**src/rtl/quad_step_decoder.sv**
```systemverilog
// Quadrature encoder front end: two-flop synchroniser, per-channel persistence
// filter and x4 decoder producing a registered step/dir/err for the counter.
module quad_step_decoder #(
  parameter int unsigned FILT_LEN = 8
) (
  input  logic clk,
  input  logic rst,
  input  logic en,
  input  logic a_in,
  input  logic b_in,
  output logic step,
  output logic dir,
  output logic err,
  output logic a_filt,
  output logic b_filt
);

  localparam int unsigned     CW        = (FILT_LEN > 1) ? $clog2(FILT_LEN) : 1;
  localparam logic [CW-1:0]   FILT_LAST = CW'(FILT_LEN - 1);

  // Channel vectors are packed {A, B}.
  logic [1:0]    sync_p0;
  logic [1:0]    sync_p1;
  logic [1:0]    filt_p2;
  logic [1:0]    prev_p3;
  logic [CW-1:0] fcnt_p2 [2];
  logic [1:0]    start_cnt;
  logic [1:0]    delta;
  logic          run;

  // For a single-bit change in the 00->10->11->01 order, the move is "up"
  // exactly when the old A equals the new B.
  function automatic logic is_up(input logic prev_a, input logic cur_b);
    return prev_a ~^ cur_b;
  endfunction

  assign run    = (start_cnt == 2'd3);
  assign delta  = prev_p3 ^ filt_p2;
  assign a_filt = filt_p2[1];
  assign b_filt = filt_p2[0];

  always_ff @(posedge clk or negedge rst) begin
    if (!rst) begin
      sync_p0    <= '0;
      sync_p1    <= '0;
      filt_p2    <= '0;
      prev_p3    <= '0;
      fcnt_p2[0] <= '0;
      fcnt_p2[1] <= '0;
      start_cnt  <= '0;
      step       <= 1'b0;
      err        <= 1'b0;
      dir        <= 1'b1;
    end else begin
      // p0/p1: synchroniser
      sync_p0 <= {a_in, b_in};
      sync_p1 <= sync_p0;
      step    <= 1'b0;
      err     <= 1'b0;
      if (!run) begin
        start_cnt <= start_cnt + 2'd1;
      end
      if (start_cnt == 2'd2) begin
        // Seed filter and history from the first valid synchronised sample
        filt_p2 <= sync_p1;
        prev_p3 <= sync_p1;
      end else if (run) begin
        // p2: persistence filter
        for (int i = 0; i < 2; i++) begin
          if (sync_p1[i] == filt_p2[i]) begin
            fcnt_p2[i] <= '0;
          end else if (fcnt_p2[i] == FILT_LAST) begin
            filt_p2[i] <= sync_p1[i];
            fcnt_p2[i] <= '0;
          end else begin
            fcnt_p2[i] <= fcnt_p2[i] + CW'(1);
          end
        end
        // p3: decode against the previous filtered state
        prev_p3 <= filt_p2;
        if (en && (delta == 2'b01 || delta == 2'b10)) begin
          step <= 1'b1;
          dir  <= is_up(prev_p3[1], filt_p2[0]);
        end else if (en && (delta == 2'b11)) begin
          err <= 1'b1;
        end
      end
    end
  end

endmodule

```
**config.mk**
```make
export PLATFORM = sky130hd
export DESIGN_NAME = quad_step_decoder
export DESIGN_NICKNAME = d
export VERILOG_FILES = /design/src/rtl/quad_step_decoder.sv
export SDC_FILE = /design/constraint.sdc
export NUM_CORES = 1
export LEC_CHECK = 0
export CORE_MARGIN = 1.5
export CORE_UTILIZATION = 40
export CTS_CLUSTER_DIAMETER = 150
export DETAILED_ROUTE_END_ITERATION = 10
export PLACE_DENSITY_LB_ADDON = 0.15
export REMOVE_ABC_BUFFERS = 1
export SLEW_MARGIN = 20
export SYNTH_ARGS = -nofsm -noshare
export SYNTH_HDL_FRONTEND = slang
export SYNTH_SLANG_ARGS = --single-unit
```
**constraint.sdc**
```tcl
create_clock -name clk -period 2.35 [get_ports clk]
set_clock_uncertainty 0.15 [all_clocks]
set_input_delay 0.47 -clock clk [delete_from_list [all_inputs] [get_ports clk]]
set_output_delay 0.47 -clock clk [all_outputs]
set_load 0.01 [all_outputs]
```
==> results of run 1 <==
## worst paths after layout
check | from | endpoint | cells past startpoint
worst max-delay path | dir$_DFFE_PN1P_ | dir | 1
worst min-delay path | sync_p0[0]$_DFF_PN0_ | sync_p1[0]$_DFF_PN0_ | 0
worst max register to register | filt_p2[0]$_DFFE_PN0P_ | dir$_DFFE_PN1P_ | 4
worst min register to register | sync_p0[0]$_DFF_PN0_ | sync_p1[0]$_DFF_PN0_ | 0
max in group asynchronous | rst | start_cnt[0]$_DFFE_PN0P_ | 2
min in group asynchronous | rst | prev_p3[0]$_DFFE_PN0P_ | 1
## synthesized netlist by cell type (all sizes together)
| cell | instances |
|---|---|
| o32ai | 1 |
| nand2 | 8 |
| nand3 | 1 |
| o22ai | 5 |
| dfrtp | 18 |
| mux2i | 2 |
| o21ai | 3 |
| or3b | 2 |
| ha | 8 |
| mux2 | 3 |
| nor3b | 1 |
| xor2 | 2 |
| a21oi | 2 |
| buf | 2 |
| dfstp | 1 |
| inv | 7 |
| nor4b | 1 |
| xnor2 | 4 |
## metrics by stage
stage	area [um2]	worst slack, ns	utilization	cells	hold WS, ns
after global routing	1016	0.3053	0.5075	111	0.2263
after global placement	989.7	0.7048	0.4944	107	0.1859
final	1016	0.3725	0.5075	111	0.2128
after CTS	1016	0.3458	0.5075	111	0.2205
after floorplan	850.8	0.7688	-	69	0.02441
after detailed placement	989.7	0.6974	0.4944	107	0.1910
## worst register-to-register path, stage by stage, from the launching register on
cell	delay [ns]
dfrtp_1	0.46
xor2_1	0.19
ha_1	0.33
nand3_1	0.09
mux2_2	0.33
## routing by layer
metal  vias to the layer above  GRT usage  part of all wire
met3                         2    0.02121             0.022
li1                        268          -                 -
met1                       257     0.1657              0.46
met5                         -          0                 0
met2                         5     0.2162              0.51
met4                         0    0.06944            0.0066
## flip-flops by register name (all words and copies together), names as in the netlist
name	flops
prev_p3	2
filt_p2	2
err	1
sync_p0	2
sync_p1	2
dir	1
step	1
fcnt_p2	6
start_cnt	2
## logic make-up after synthesis
| kind of cell | synth area share |
|---|---|
| muxes | 0.06232 |
| xor gates and xnor gates | 0.06087 |
| adders and majority gates | 0.1159 |
| and+or+nand+nor | 0.07971 |
| buffers and inverters | 0.04493 |
| AOI/OAI and AO/OA | 0.08406 |
| DFF | 0.5522 |
## power by group
group	internal, mW	switching (mW)	total [mW]
logic	0.253	0.184	0.437
registers	0.431	0.0778	0.509
clock network	0.0660	0.0965	0.163
total	0.750	0.358	1.11
## area by class of cell
type	instances	area (um2)
Inverter	7	26.28
Multi-Input combinational cell	43	347.8
Sequential cell	19	476.7
Timing Repair Buffer	11	105.1
Clock buffer	4	26.28
Tap cell	27	33.78
Fill cell	194	985.9
==> metrics.md, run 1 <==
| Metric | Value |
|---|---|
| Slew headroom | 0.6202 |
| CTS clk-pin slew, worst paths | about 0.10 ns |
| IO buf count | 9 |
| Vias per inst | between 4 and 5 |
| Arrival time at the worst endpoint | 1.36 ns |
| Netlist cell types | 19 |
| Crit Path Max Fanout | 2 |
| Antenna Cells | 0 |
| Post-synth top area cell | dfrtp_1 |
| DRC | 0 |
| Starting DRT DRC Count | 8 |
| Setup tns final | 0 ns |
| Post-synth top area share | 0.5217 |
| Slowest stage delay, CP | roughly 0.54 ns |
| Area growth syn-to-layout | 17.68% |
| Worst setup EP type | output port |
| Longest Clk Path Bufs | 2 |
| Initial DRT Pass Iterations | 3 |
| Total power | 1.108 mW |
| Clock latency at the later pin of the worst-skew pair | 0.29 ns |
| DR WL/cell | approximately 12 um |
| Vias in the first global route | 535 |
| Pin count of the biggest net entering global routing | 14 |
| Final Cycle Share | 0.8415 |
| Post-CTS setup buffer count | 0 |
| Critical path class | register to output port |
| Sink Count | 19 |
| Family with the most delay on the worst path | flip-flops |
| Leakage | around 0.48 nW |
| Die X | ~49 um |
| Initial core utilization | 0.4312 |
| Syn Std Cell Area | approximately 860 um2 |
| First-pass GRT wire length | about 2400 um |
| GRT overflow | 0 |
| Core area | approximately 2000 um2 |
| Max-cap viol count | 0 |
| DRT Wirelength | 1362 um |
| Proportion of layout cells with a drive suffix above 1 | 0.1190 |
| RePlAce Congestion | between 0.6 and 0.7 |
| Die footprint | 2446 um2 |
| Hold_buf cts | 0 |
| Initial antenna violation count | 0 |
| Slowest-stage cell, CP | dfstp_2 |
| Nets@finish | 98 |
| Yosys warnings | 0 |
| Synth top area cells | dfrtp_1 (52%), ha_1 (12%), xnor2_1 (4.1%), mux2_2 (3.9%), o22ai_1 (3.6%) |
| Startpoint type of the worst setup path | register |
| Least-Margin Pin Slew | between 0.5 and 0.6 ns |
| Root Driver | clkbuf_4 |
| CP bufs+invs | 1 |
| Power per cell area | roughly 1100 nW/um2 |
| Most common cell after layout, fill and taps aside | dfrtp_1 |
| Final hold violation count | 0 |
| WP data required | between 1.5 and 2 ns |
| Max VDD drop | ~0.75 mV |
| H-tree lvl count | 1 |
| Rows | 16 |
| HPWL after DPL | around 1000 um |
| Most frequent cells in the layout | dfrtp_1 (18), clkdlybuf4s50_1 (9), nand2_1 (8), ha_1 (8), inv_1 (7) |
| Final max-slew violation count | 0 |
| Seq/Total Area, Yosys | 0.5522 |
| Top-Level Pins | 10 |
| Hold Path Class | register to register |
| Post-CTS Resized | 0 |
| #FFs+latches synth | 19 |
| Vias | around 530 |
| RSZ-0062 raised after global routing | no |
| Antenna Nets Post-Route | 0 |
| R2r setup slk | between 0.7 and 0.8 ns |
| Worst path cell trace | clkdlybuf4s50_1 |
| Status | finished, final reports clean |
| Avg Inst Size Synth | 12.16 um2 |
| Max Fclk | 505.7 MHz |
| TritonCTS clock tree | yes |
| Mapped Cells | just over 70 |
| Final Setup Violations | 0 |
| Inserted Clock Buffers | 3 |
| Final Critical Period | between 1.5 and 2 ns |
| Die height | ~49 um |
| GRT Total Usage | 0.1313 |
(Power assumes the default switching activity.)
==> run 2: changes to the inputs <==
- clock period: 2.35 -> 2 ns (I/O delays scaled with it)
==> run 2 against run 1 <==
Net effect: core utilization unchanged; critical path depth is the same; setup slack got worse by 0.28 ns; sequential power grew 19%; wire length fell by 3.7%; clock power rose by 14%; final cell count stayed put.
==> metrics.md, run 2 (same netlist as run 1, synthesis figures left out) <==
| Metric | Value |
|---|---|
| Status | finished, final reports clean |
| First-pass GRT wire length | 2484 um (+5.0%) |
| Antenna Nets Post-Route | 0 (unchanged) |
| Sink Count | 19 (unchanged) |
| DRT Wirelength | 1311 um (-3.7%) |
| Vias in the first global route | 540 (+0.93%) |
| Max-cap viol count | 0 (unchanged) |
| Max reg flops | 6 (unchanged) |
| DRC | 0 (unchanged) |
| Max Fclk | around 530 MHz |
| Post-CTS setup buffer count | 0 (unchanged) |
| Slew headroom | 0.7752 (+0.1550) |
| Layout fillers | 188 (-3.1%) |
| Area growth syn-to-layout | 17.68% (unchanged) |
| RSZ-0062 raised after global routing | no |
| Final hold violation count | 0 (unchanged) |
| Longest Clk Path Bufs | 2 (unchanged) |
| WP data required | 1.45 ns (-0.28 ns) |
| Final Cycle Share | 0.9512 |
| Post-CTS Resized | 0 (unchanged) |
| Vias per inst | 4.802 (+0.19%) |
| Top-Level Pins | 10 (unchanged) |
| Core area | 2002 um2 (unchanged) |
| Die X | 49.46 um (unchanged) |
| Startpoint type of the worst setup path | register |
| Antenna Cells | 0 (unchanged) |
| RePlAce Congestion | 0.7312 (+11%) |
| Setup tns final | 0 ns (unchanged) |
| TritonCTS clock tree | yes |
| Worst path cell trace | clkdlybuf4s50_1 |
| Final Setup Violations | 0 (unchanged) |
| Slowest-stage cell, CP | dfstp_2 |
| Arrival time at the worst endpoint | 1.35 ns (about the same) |
| Area after DPL | 989.7 um2 (unchanged) |
| Crit Path Max Fanout | 2 (unchanged) |
| CP Depth | 1 (unchanged) |
| HPWL after DPL | 1009 um (-2.6%) |
| Critical path class | register to output port |
| IO buf count | 9 (unchanged) |
| Pre-CTS WS | 0.3813 ns (-0.3161 ns) |
| Final max-slew violation count | 0 (unchanged) |
| Slowest stage delay, CP | 0.54 ns (about the same) |
| Die footprint | 2446 um2 (unchanged) |
| Worst r2r path cells | 4 (unchanged) |
| Starting DRT DRC Count | 5 (-3) |
| Initial DRT Pass Iterations | 4 (+1) |
| Hold Crit Depth | 0 (unchanged) |
| Max VDD drop | 0.7046 mV (-5.8%) |
| Proportion of layout cells with a drive suffix above 1 | 0.1190 (unchanged) |
| Initial antenna violation count | 0 (unchanged) |
| Least-Margin Pin Slew | 0.3371 ns (-0.2307 ns) |
| CTS clk-pin slew, worst paths | 0.10 ns (about the same) |
| H-tree lvl count | 1 (unchanged) |
| Hold_buf cts | 0 (unchanged) |
| Hold Path Class | register to register |
| Fin area | 1016 um2 (unchanged) |
| Worst setup EP type | output port |
| Leakage | 0.4804 nW (unchanged) |
| Pin count of the biggest net entering global routing | 20 (+6) |
| CP bufs+invs | 1 (unchanged) |
| DR WL/cell | 11.81 um (-3.7%) |
| Power per cell area | 1279 nW/um2 (+17%) |
| GRT Total Usage | 0.1345 (+0.003249) |
| Die height | 49.46 um (unchanged) |
| Final Critical Period | roughly 1.9 ns |
| GRT overflow | 0 (unchanged) |
| Fin worst setup slack | 0.09751 ns (-0.2750 ns) |
| Most flop-heavy register | fcnt_p2 |
| Root Driver | clkbuf_4 |
| Inserted Clock Buffers | 3 (unchanged) |
| Clock latency at the later pin of the worst-skew pair | 0.29 ns (about the same) |
| Rows | 16 (unchanged) |
| Initial core utilization | 0.4312 (unchanged) |
| Family with the most delay on the worst path | flip-flops |
| Nets@finish | 98 (unchanged) |
| Most frequent cells in the layout | dfrtp_1 (18), clkdlybuf4s50_1 (9), nand2_1 (8), ha_1 (8), inv_1 (7) |
| Most common cell after layout, fill and taps aside | dfrtp_1 |
| Vias | 533 (+0.19%) |
-- run 2: cell counts in the layout (fill, tap and decap cells not counted) --
Identical to the previous run, type by type.
-- run 2: worst paths after layout --
check / to / start / slack [ns]
max in group asynchronous: dir$_DFFE_PN1P_ / rst / 1.17
max: dir / dir$_DFFE_PN1P_ / 0.1
max reg2reg: dir$_DFFE_PN1P_ / filt_p2[0]$_DFFE_PN0P_ / 0.37
min: sync_p1[0]$_DFF_PN0_ / sync_p0[0]$_DFF_PN0_ / 0.21
min reg2reg: sync_p1[0]$_DFF_PN0_ / sync_p0[0]$_DFF_PN0_ / 0.21
min in group asynchronous: fcnt_p2[2]$_DFFE_PN0P_ / rst / 0.27
-- run 2: metal layers --
metal,track usage,share of wire
met5,0,0
met1,0.1637,0.46
met4,0.02778,0.0076
met2,0.2162,0.49
met3,0.06667,0.042
-- run 2: final cells by class --
| class | instances | area [um2] | share of cell area |
|---|---|---|---|
| inverter | 7 | 26.28 | 0.02586 |
| multi-input combinational | 43 | 347.8 | 0.3424 |
| sequential | 19 | 476.7 | 0.4692 |
| timing repair buffer | 11 | 105.1 | 0.1034 |
| clock buffer | 4 | 26.28 | 0.02586 |
| tap | 27 | 33.78 | 0.03325 |
-- run 2: per-stage QoR --
step	cells	hold WS (ns)	util	total power, mW
floorplan	69	-0.04559	-	0.9499
global placement	107	0.1889	0.4944	1.105
detailed placement	107	0.1871	0.4944	1.127
CTS	111	0.2113	0.5075	1.324
global route	111	0.2164	0.5075	1.426
finish	111	0.2080	0.5075	1.300
-- run 2: power breakdown --
group          switching (mW)  internal (mW)
Clock                   0.108         0.0775
Sequential             0.0999          0.507
Combinational           0.211          0.296
Total                   0.420          0.880
==> run 3: changes to the inputs <==
- CELL_PAD_IN_SITES_DETAIL_PLACEMENT: default -> 0
- CELL_PAD_IN_SITES_GLOBAL_PLACEMENT: default -> 1
- SETUP_SLACK_MARGIN: default -> 0.5
==> run 3 against run 2 <==
Net effect: hold slack improved by 0.0061 ns; wire length rose by 13%; design area rose by 15%; flip-flop and latch count did not move; core utilization rose by 7.8 points; sequential share of layout area fell by 6.1 points; setup slack improved by 0.29 ns; power rose by 19%; clock-buffer cell count did not move; die area did not move; sequential power fell by 2%; largest cell class unchanged; highest routed layer unchanged.
==> metrics.md, run 3 (same netlist as run 1, synthesis figures left out) <==
| Metric | Value |
|---|---|
| Most flop-heavy register | fcnt_p2 |
| Worst setup EP type | register |
| Area after DPL | 989.7 um2 (unchanged) |
| Arrival time at the worst endpoint | 1.70 ns (+0.35 ns) |
| Crit Path Max Fanout | 3 (+1) |
| Status | finished, final reports clean |
| DRT Wirelength | 1484 um (+13%) |
| Total power | 1.541 mW (+19%) |
| Area taken by multi-input logic gates | 414.1 um2 (+19%) |
| Top-Level Pins | 10 (unchanged) |
| Starting DRT DRC Count | 5 (unchanged) |
| Vias per inst | 4.851 (+1.0%) |
| Antenna Cells | 0 (unchanged) |
| DR WL/cell | 12.26 um (+3.8%) |
| Sink Count | 19 (unchanged) |
| Final max-slew violation count | 0 (unchanged) |
| Final hold violation count | 0 (unchanged) |
| Initial core utilization | 0.4312 (unchanged) |
| Final Setup Violations | 0 (unchanged) |
| Die footprint | 2446 um2 (unchanged) |
| Vias in the first global route | 592 (+9.6%) |
| Proportion of layout cells with a drive suffix above 1 | 0.3723 (+0.2533) |
| Vias | 587 (+10%) |
| Fin worst setup slack | 0.3847 ns (+0.2872 ns) |
| Fin area | 1171 um2 (+15%) |
| IO buf count | 9 (unchanged) |
| Area growth syn-to-layout | 35.65% |
| Setup tns final | 0 ns (unchanged) |
| DRC | 0 (unchanged) |
| HPWL after DPL | 966.4 um (-4.2%) |
| CTS clk-pin slew, worst paths | 0.11 ns (about the same) |
| Max VDD drop | 0.6870 mV (-2.5%) |
| Start point of the worst hold path | sync_p0[1]$_DFF_PN0_ |
| Initial antenna violation count | 0 (unchanged) |
| Power per cell area | 1316 nW/um2 (+2.9%) |
| RePlAce Congestion | 0.6683 (-8.6%) |
| Final Cycle Share | 0.8077 (-0.1436) |
| Leakage | 0.5410 nW (+13%) |
| Clock latency at the later pin of the worst-skew pair | 0.30 ns (about the same) |
| Max-cap viol count | 0 (unchanged) |
| WP data required | 2.09 ns (+0.64 ns) |
| Layout fillers | 165 (-12%) |
| Initial DRT Pass Iterations | 3 (-1) |
| Pin count of the biggest net entering global routing | 12 (-40%) |
| Antenna Nets Post-Route | 0 (unchanged) |
| Rows | 16 (unchanged) |
| Startpoint type of the worst setup path | register |
| Critical path origin | filt_p2[0]$_DFFE_PN0P_ |
| Nets@finish | 108 (+10%) |
| TritonCTS clock tree | yes |
| First-pass GRT wire length | 2532 um (+1.9%) |
| Core area | 2002 um2 (unchanged) |
| Max reg flops | 6 (unchanged) |
| Sequential cell area | 478.0 um2 (+0.26%) |
| GRT overflow | 0 (unchanged) |
| Die X | 49.46 um (unchanged) |
| Least-Margin Pin Slew | 0.4168 ns (+0.07970 ns) |
| Root Driver | clkbuf_4 |
| Reg-to-reg startpoint | filt_p2[0]$_DFFE_PN0P_ |
| Slew headroom | 0.7212 (-0.05400) |
| Die height | 49.46 um (unchanged) |
| Longest Clk Path Bufs | 2 (unchanged) |
| Max Fclk | 619.1 MHz (+18%) |
| Most common cell after layout, fill and taps aside | dfrtp_1 |
| GRT Total Usage | 0.1413 (+0.006780) |
| H-tree lvl count | 1 (unchanged) |
| Most frequent cells in the layout | dfrtp_1 (17), buf_4 (9), nand2_1 (8), inv_1 (7) |
| Critical path class | register to register |
| Pre-CTS WS | 0.3793 ns (-0.001991 ns) |
| Final Critical Period | 1.615 ns (-0.2872 ns) |
| RSZ-0062 raised after global routing | yes |
| Inserted Clock Buffers | 3 (unchanged) |
| Hold_buf cts | 0 (unchanged) |
| Hold Path Class | register to register |
-- run 3: path summary, 6_finish.rpt --
kind / endpoint / slack, ns / cells after the start
min in group asynchronous: prev_p3[0]$_DFFE_PN0P_ / 0.24 / 1
min reg2reg: sync_p1[1]$_DFF_PN0_ / 0.21 / 0
max: dir$_DFFE_PN1P_ / 0.38 / 5
max reg2reg: dir$_DFFE_PN1P_ / 0.38 / 5
min: sync_p1[1]$_DFF_PN0_ / 0.21 / 0
max in group asynchronous: sync_p1[0]$_DFF_PN0_ / 0.96 / 2
-- run 3: per-layer routing --
metal	wire, um	up-vias	GRT usage
met2	779	8	0.2477
met4	19	0	0.08333
met3	36	2	0.03636
met5	0	-	0
met1	650	292	0.1526
li1	-	285	-
-- run 3: through the flow --
stage | utilization | cells | hold slack [ns]
global route | 0.5850 | 121 | 0.2283
CTS | 0.5575 | 119 | 0.2168
global placement | 0.4944 | 107 | 0.1823
floorplan | - | 69 | -0.04559
finish | 0.5850 | 121 | 0.2141
detailed placement | 0.4944 | 107 | 0.1916
-- run 3: repair_timing --
item | CTS | global route
buffers inserted | 8 | 2
cloned | 0 | 0
endpoints found under the setup margin | 11 | 12
hold endpoints to repair | 0 | 0
pin swaps | 3 | 7
resized for setup | 24 | 11
-- run 3: area by class of cell --
cell class / count / area share
flip-flops and latches: 19 / 0.4081
repair buffers: 21 / 0.1645
multi-input cells: 43 / 0.3536
inverters: 7 / 0.02244
well taps: 27 / 0.02885
clock buffers: 4 / 0.02244
-- run 3: report_power, final --
part / switching (mW) / internal (mW)
Clock: 0.117 / 0.0776
Combinational: 0.293 / 0.461
Sequential: 0.0827 / 0.509
-- run 3: critical path, stage by stage (launching register included) --
cell     delay [ns]
dfrtp_2        0.43
buf_6          0.12
xor2_1         0.15
ha_1           0.33
nand3_2        0.08
mux2_4         0.30
==> variant 1 (settings of run 3) <==
Change the parameter `FILT_LEN` from 8 to 16.
--- a/src/rtl/quad_step_decoder.sv
+++ b/src/rtl/quad_step_decoder.sv
@@ -1,7 +1,7 @@
 // Quadrature encoder front end: two-flop synchroniser, per-channel persistence
 // filter and x4 decoder producing a registered step/dir/err for the counter.
 module quad_step_decoder #(
-  parameter int unsigned FILT_LEN = 8
+  parameter int unsigned FILT_LEN = 16
 ) (
   input  logic clk,
   input  logic rst,
Behaviour: no difference found for any inputs over 10 cycles, from zero or initial values and one cycle with rst low; that may be too few to reach the edited logic, so the function may still have changed.
==> variant 1 against run 3 <==
Non-clock buffer count decreased by 5. Hold slack got worse by 0.00077 ns. Design area increased by 4.0%. Synthesized cell count increased by 20%. Sequential share of layout area increased by 2.6 points. Fmax increased by 6.5%. Area after synthesis increased by 13%. Sequential cell count increased by 2. Worst setup slack improved by 0.098 ns. Cell count increased by 8.3%. Wire length increased by 15%.
Power is not compared: it rests on default switching activity, and its combinational part moved more than twofold at a synthesized area within 25%.
==> variant 1: results (changes against run 3) <==
Cells on worst reg2reg path: 4 (-1)
Avg WL per Cell: 13.0 µm (+6.4%)
ClkCell Share: 0.0226 (+0.000174)
Met1 usage: 0.185 (+0.0322)
Pre-CTS setup slack: 0.387 ns (+0.00748 ns)
RePlAce Congestion: 0.727 (+8.8%)
CP Max Fanout: 5 (+2)
Storage element area: 528 µm² (+10%)
Worst slew pin tran: 0.330 ns (-0.0866 ns)
Fmax: 0.659 GHz (+6.5%)
R2r setup slk: 0.48 ns (+0.10 ns)
Status: completed
Post-Syn Instances: 85 (+20%)
DR iter-0 viols: 3 (-2)
Largest cells by area after synthesis: dfrtp_1, ha_1, nand2_1
Worst reg2reg endpoint: err
Netlist cell types: 26 (+7)
Worst R2R Start: filt_p2[0]
CLK BUF: 3 (-1)
Placed Cells: 121 (+13%)
Met1 Wirelength: 778 µm (+20%)
Register area share after synthesis: 0.538 (-0.0145)
First-pass GRT wire length: 2980 µm (+18%)
FF+latch count, synth: 21 (+2)
Vias in the first global route: 681 (+15%)
Share of layout cells above drive strength 1: 0.359 (-0.0131)
Via count: 670 (+14%)
Detailed-router iteration count before antenna repair: 4 (+1)
Postcts setup bufs: 4 (-4)
WHS: 0.213 ns (-0.000770 ns)
Grt met2 use: 0.252 (+0.00434)
Inverters: 5 (-2)
Non-clock buffer share: 0.108 (-0.0566)
Multi-input combinational area share: 0.392 (+0.0379)
GR Layer Usage met3: 0.0600 (+0.0236)
Multi-input gates: 57 (+33%)
# diodes: 0 (unchanged)
Routed wl met3: 60 µm (+67%)
Placed wire-length estimate: 1140 µm (+17%)
Cts repair resizes: 26 (+8.3%)
[variant 1: cell types whose count changed in the layout (fill, tap and decap cells not counted), sizes merged, moves of 3 or more]
cell            run 3  this run
o22ai               5         1
o2bb2ai             0         3
nand2               8        11
o31ai               0         3
buf                14         9
and3                0         3
o21ai               3         6
nand2b              0         3
[variant 1: worst max-delay path, delay by kind of cell, from the launching register on]
| kind | cells | cell delay, ns |
|---|---|---|
| DFF | 1 | 0.44 |
| adders and majority gates | 1 | 0.34 |
| and+or+nand+nor | 1 | 0.24 |
| buffers and inverters | 1 | 0.14 |
| xor gates and xnor gates | 1 | 0.14 |
[variant 1: cells by family after synthesis]
| group | share of synthesized area |
|---|---|
| AO/OA/AOI/OAI | 0.120 |
| XOR/XNOR | 0.0613 |
| multiplexers | 0.0434 |
| flip-flops | 0.538 |
| buffers and inverters | 0.0294 |
| adder cells (fa/ha/maj) | 0.0766 |
| AND/OR/NAND/NOR | 0.132 |
==> variant 2 (flow settings as in run 3) <==
Made on the original files. Register the inputs `en`, `a_in` and `b_in` before use, cleared by the reset. The logic sees them one clock later.
--- a/src/rtl/quad_step_decoder.sv
+++ b/src/rtl/quad_step_decoder.sv
@@ -17,6 +17,22 @@
 
   localparam int unsigned     CW        = (FILT_LEN > 1) ? $clog2(FILT_LEN) : 1;
   localparam logic [CW-1:0]   FILT_LAST = CW'(FILT_LEN - 1);
+
+  logic en_q;
+  logic a_q;
+  logic b_q;
+
+  always_ff @(posedge clk or negedge rst) begin
+    if (!rst) begin
+      en_q <= '0;
+      a_q  <= '0;
+      b_q  <= '0;
+    end else begin
+      en_q <= en;
+      a_q  <= a_in;
+      b_q  <= b_in;
+    end
+  end
 
   // Channel vectors are packed {A, B}.
   logic [1:0]    sync_p0;
@@ -53,7 +69,7 @@
       dir        <= 1'b1;
     end else begin
       // p0/p1: synchroniser
-      sync_p0 <= {a_in, b_in};
+      sync_p0 <= {a_q, b_q};
       sync_p1 <= sync_p0;
       step    <= 1'b0;
       err     <= 1'b0;
@@ -78,10 +94,10 @@
         end
         // p3: decode against the previous filtered state
         prev_p3 <= filt_p2;
-        if (en && (delta == 2'b01 || delta == 2'b10)) begin
+        if (en_q && (delta == 2'b01 || delta == 2'b10)) begin
           step <= 1'b1;
           dir  <= is_up(prev_p3[1], filt_p2[0]);
-        end else if (en && (delta == 2'b11)) begin
+        end else if (en_q && (delta == 2'b11)) begin
           err <= 1'b1;
         end
       end
Function: changed (a bounded check fails within 4 cycles, from zero or initial values and one cycle with rst low).
==> variant 2 against run 3 <==
Sequential cell count increased by 3. Core utilization fell by 0.69 points. Largest power group unchanged. Highest routed layer unchanged. Count of clock-buffer cells in the layout is the same. Clock power up 24%. Worst setup slack lost 0.0031 ns. Largest cell class unchanged. Wire length is 12% higher. Critical endpoint unchanged. Power is 8.8% higher. Area after synthesis increased by 8.7%. Design area rose by 9.2%.
==> variant 2: results (changes against run 3) <==
Post-synthesis mux area share: 0.0573 (-0.00499)
First-pass GRT wire length: 2590 µm (+2.2%)
DR iter-0 viols: 2 (-3)
P_leak: 0.000596 µW (+10%)
Fmax: 0.618 GHz (-0.19%)
Post-synthesis adder-cell area fraction: 0.107 (-0.00928)
Met1 usage: 0.170 (+0.0175)
Largest net degree at the start of global routing: 23 (+11)
Peak supply drop: 0.807 mV (+18%)
Status: completed
Grt met2 use: 0.220 (-0.0277)
Clock slew at reported path FFs: 0.12 ns
Min-Delay Endpoint: sync_p0[0]
Final net count: 111 (+2.8%)
Critical Path AT: 1.72 ns (+0.02 ns)
Synth Area in Compound Gates: 0.0773 (-0.00672)
GR Util All Layers: 0.136 (-0.00529)
Fillers: 200 (+21%)
Top cells by count, synth: dfrtp_1, ha_1, nand2_1, inv_1, o22ai_1
Detailed-router iteration count before antenna repair: 2 (-1)
Via count: 598 (+1.9%)
Avg WL per Cell: 13.3 µm (+8.5%)
Largest cells by area after synthesis: dfrtp_1, ha_1, xnor2_1
Worst R2R Start: filt_p2[1]
Xor/xnor cell area share of the yosys netlist: 0.0560 (-0.00487)
Placed wire-length estimate: 987 µm (+2.1%)
HP Start: b_q
Worst slew pin tran: 0.313 ns (-0.104 ns)
RePlAce Congestion: 0.673 (+0.76%)
Share of layout cells above drive strength 1: 0.433 (+0.0606)
Vias in the first global route: 586 (-1.0%)
Register area share after synthesis: 0.588 (+0.0358)
variant 2: cell type report:
| type | instances | area [µm²] | share of cell area |
|---|---|---|---|
| repair buffers | 21 | 174 | 0.136 |
| well taps | 28 | 35.0 | 0.0274 |
| inverters | 7 | 26.3 | 0.0205 |
| clock buffers | 4 | 36.3 | 0.0284 |
| multi-input cells | 43 | 454 | 0.355 |
| flip-flops and latches | 22 | 553 | 0.432 |
variant 2: stage by stage:
step	worst slack (ns)	cells	area, µm²	utilization	power [µW]
after floorplan	0.419	72	926	-	1020
after CTS	0.400	122	1170	0.531	1550
final	0.382	125	1280	0.578	1680
after detailed placement	0.396	111	1070	0.482	1190
after global placement	0.415	111	1070	0.482	1180
after global routing	0.317	125	1280	0.578	1800
variant 2: report_power, final:
group          switching (µW)  internal (µW)
logic                     323            455
clock network             129            111
registers                85.1            572
variant 2: per-layer routing:
| metal | wire, µm | share of wire |
|---|---|---|
| met5 | 0 | 0 |
| met4 | 19 | 0.011 |
| met3 | 64 | 0.038 |
| met2 | 813 | 0.49 |
| met1 | 766 | 0.46 |
variant 2: how the worst max path moves through the flow:
| stage | startpoint | endpoint | depth (start not counted) |
|---|---|---|---|
| after floorplan | filt_p2[0] | dir | 4 |
| after global placement | dir | dir | 1 |
| after detailed placement | filt_p2[0] | dir | 4 |
| after CTS | filt_p2[1] | err | 4 |
| after global routing | filt_p2[0] | dir | 5 |
| final | filt_p2[1] | dir | 5 |
variant 2: critical path: stages, from the launching register on:
cell and delay (ns):
dfrtp_1 0.41, buf_6 0.12, xor2_1 0.15, ha_1 0.35, nand3_2 0.08, mux2_4 0.30
variant 2: repair_timing:
action                     4_1_cts  5_1_grt
resized for setup               23       19
setup endpoints to repair       11       10
pin swaps                        1        7
hold buffers                     0        0
buffers inserted                 7        3
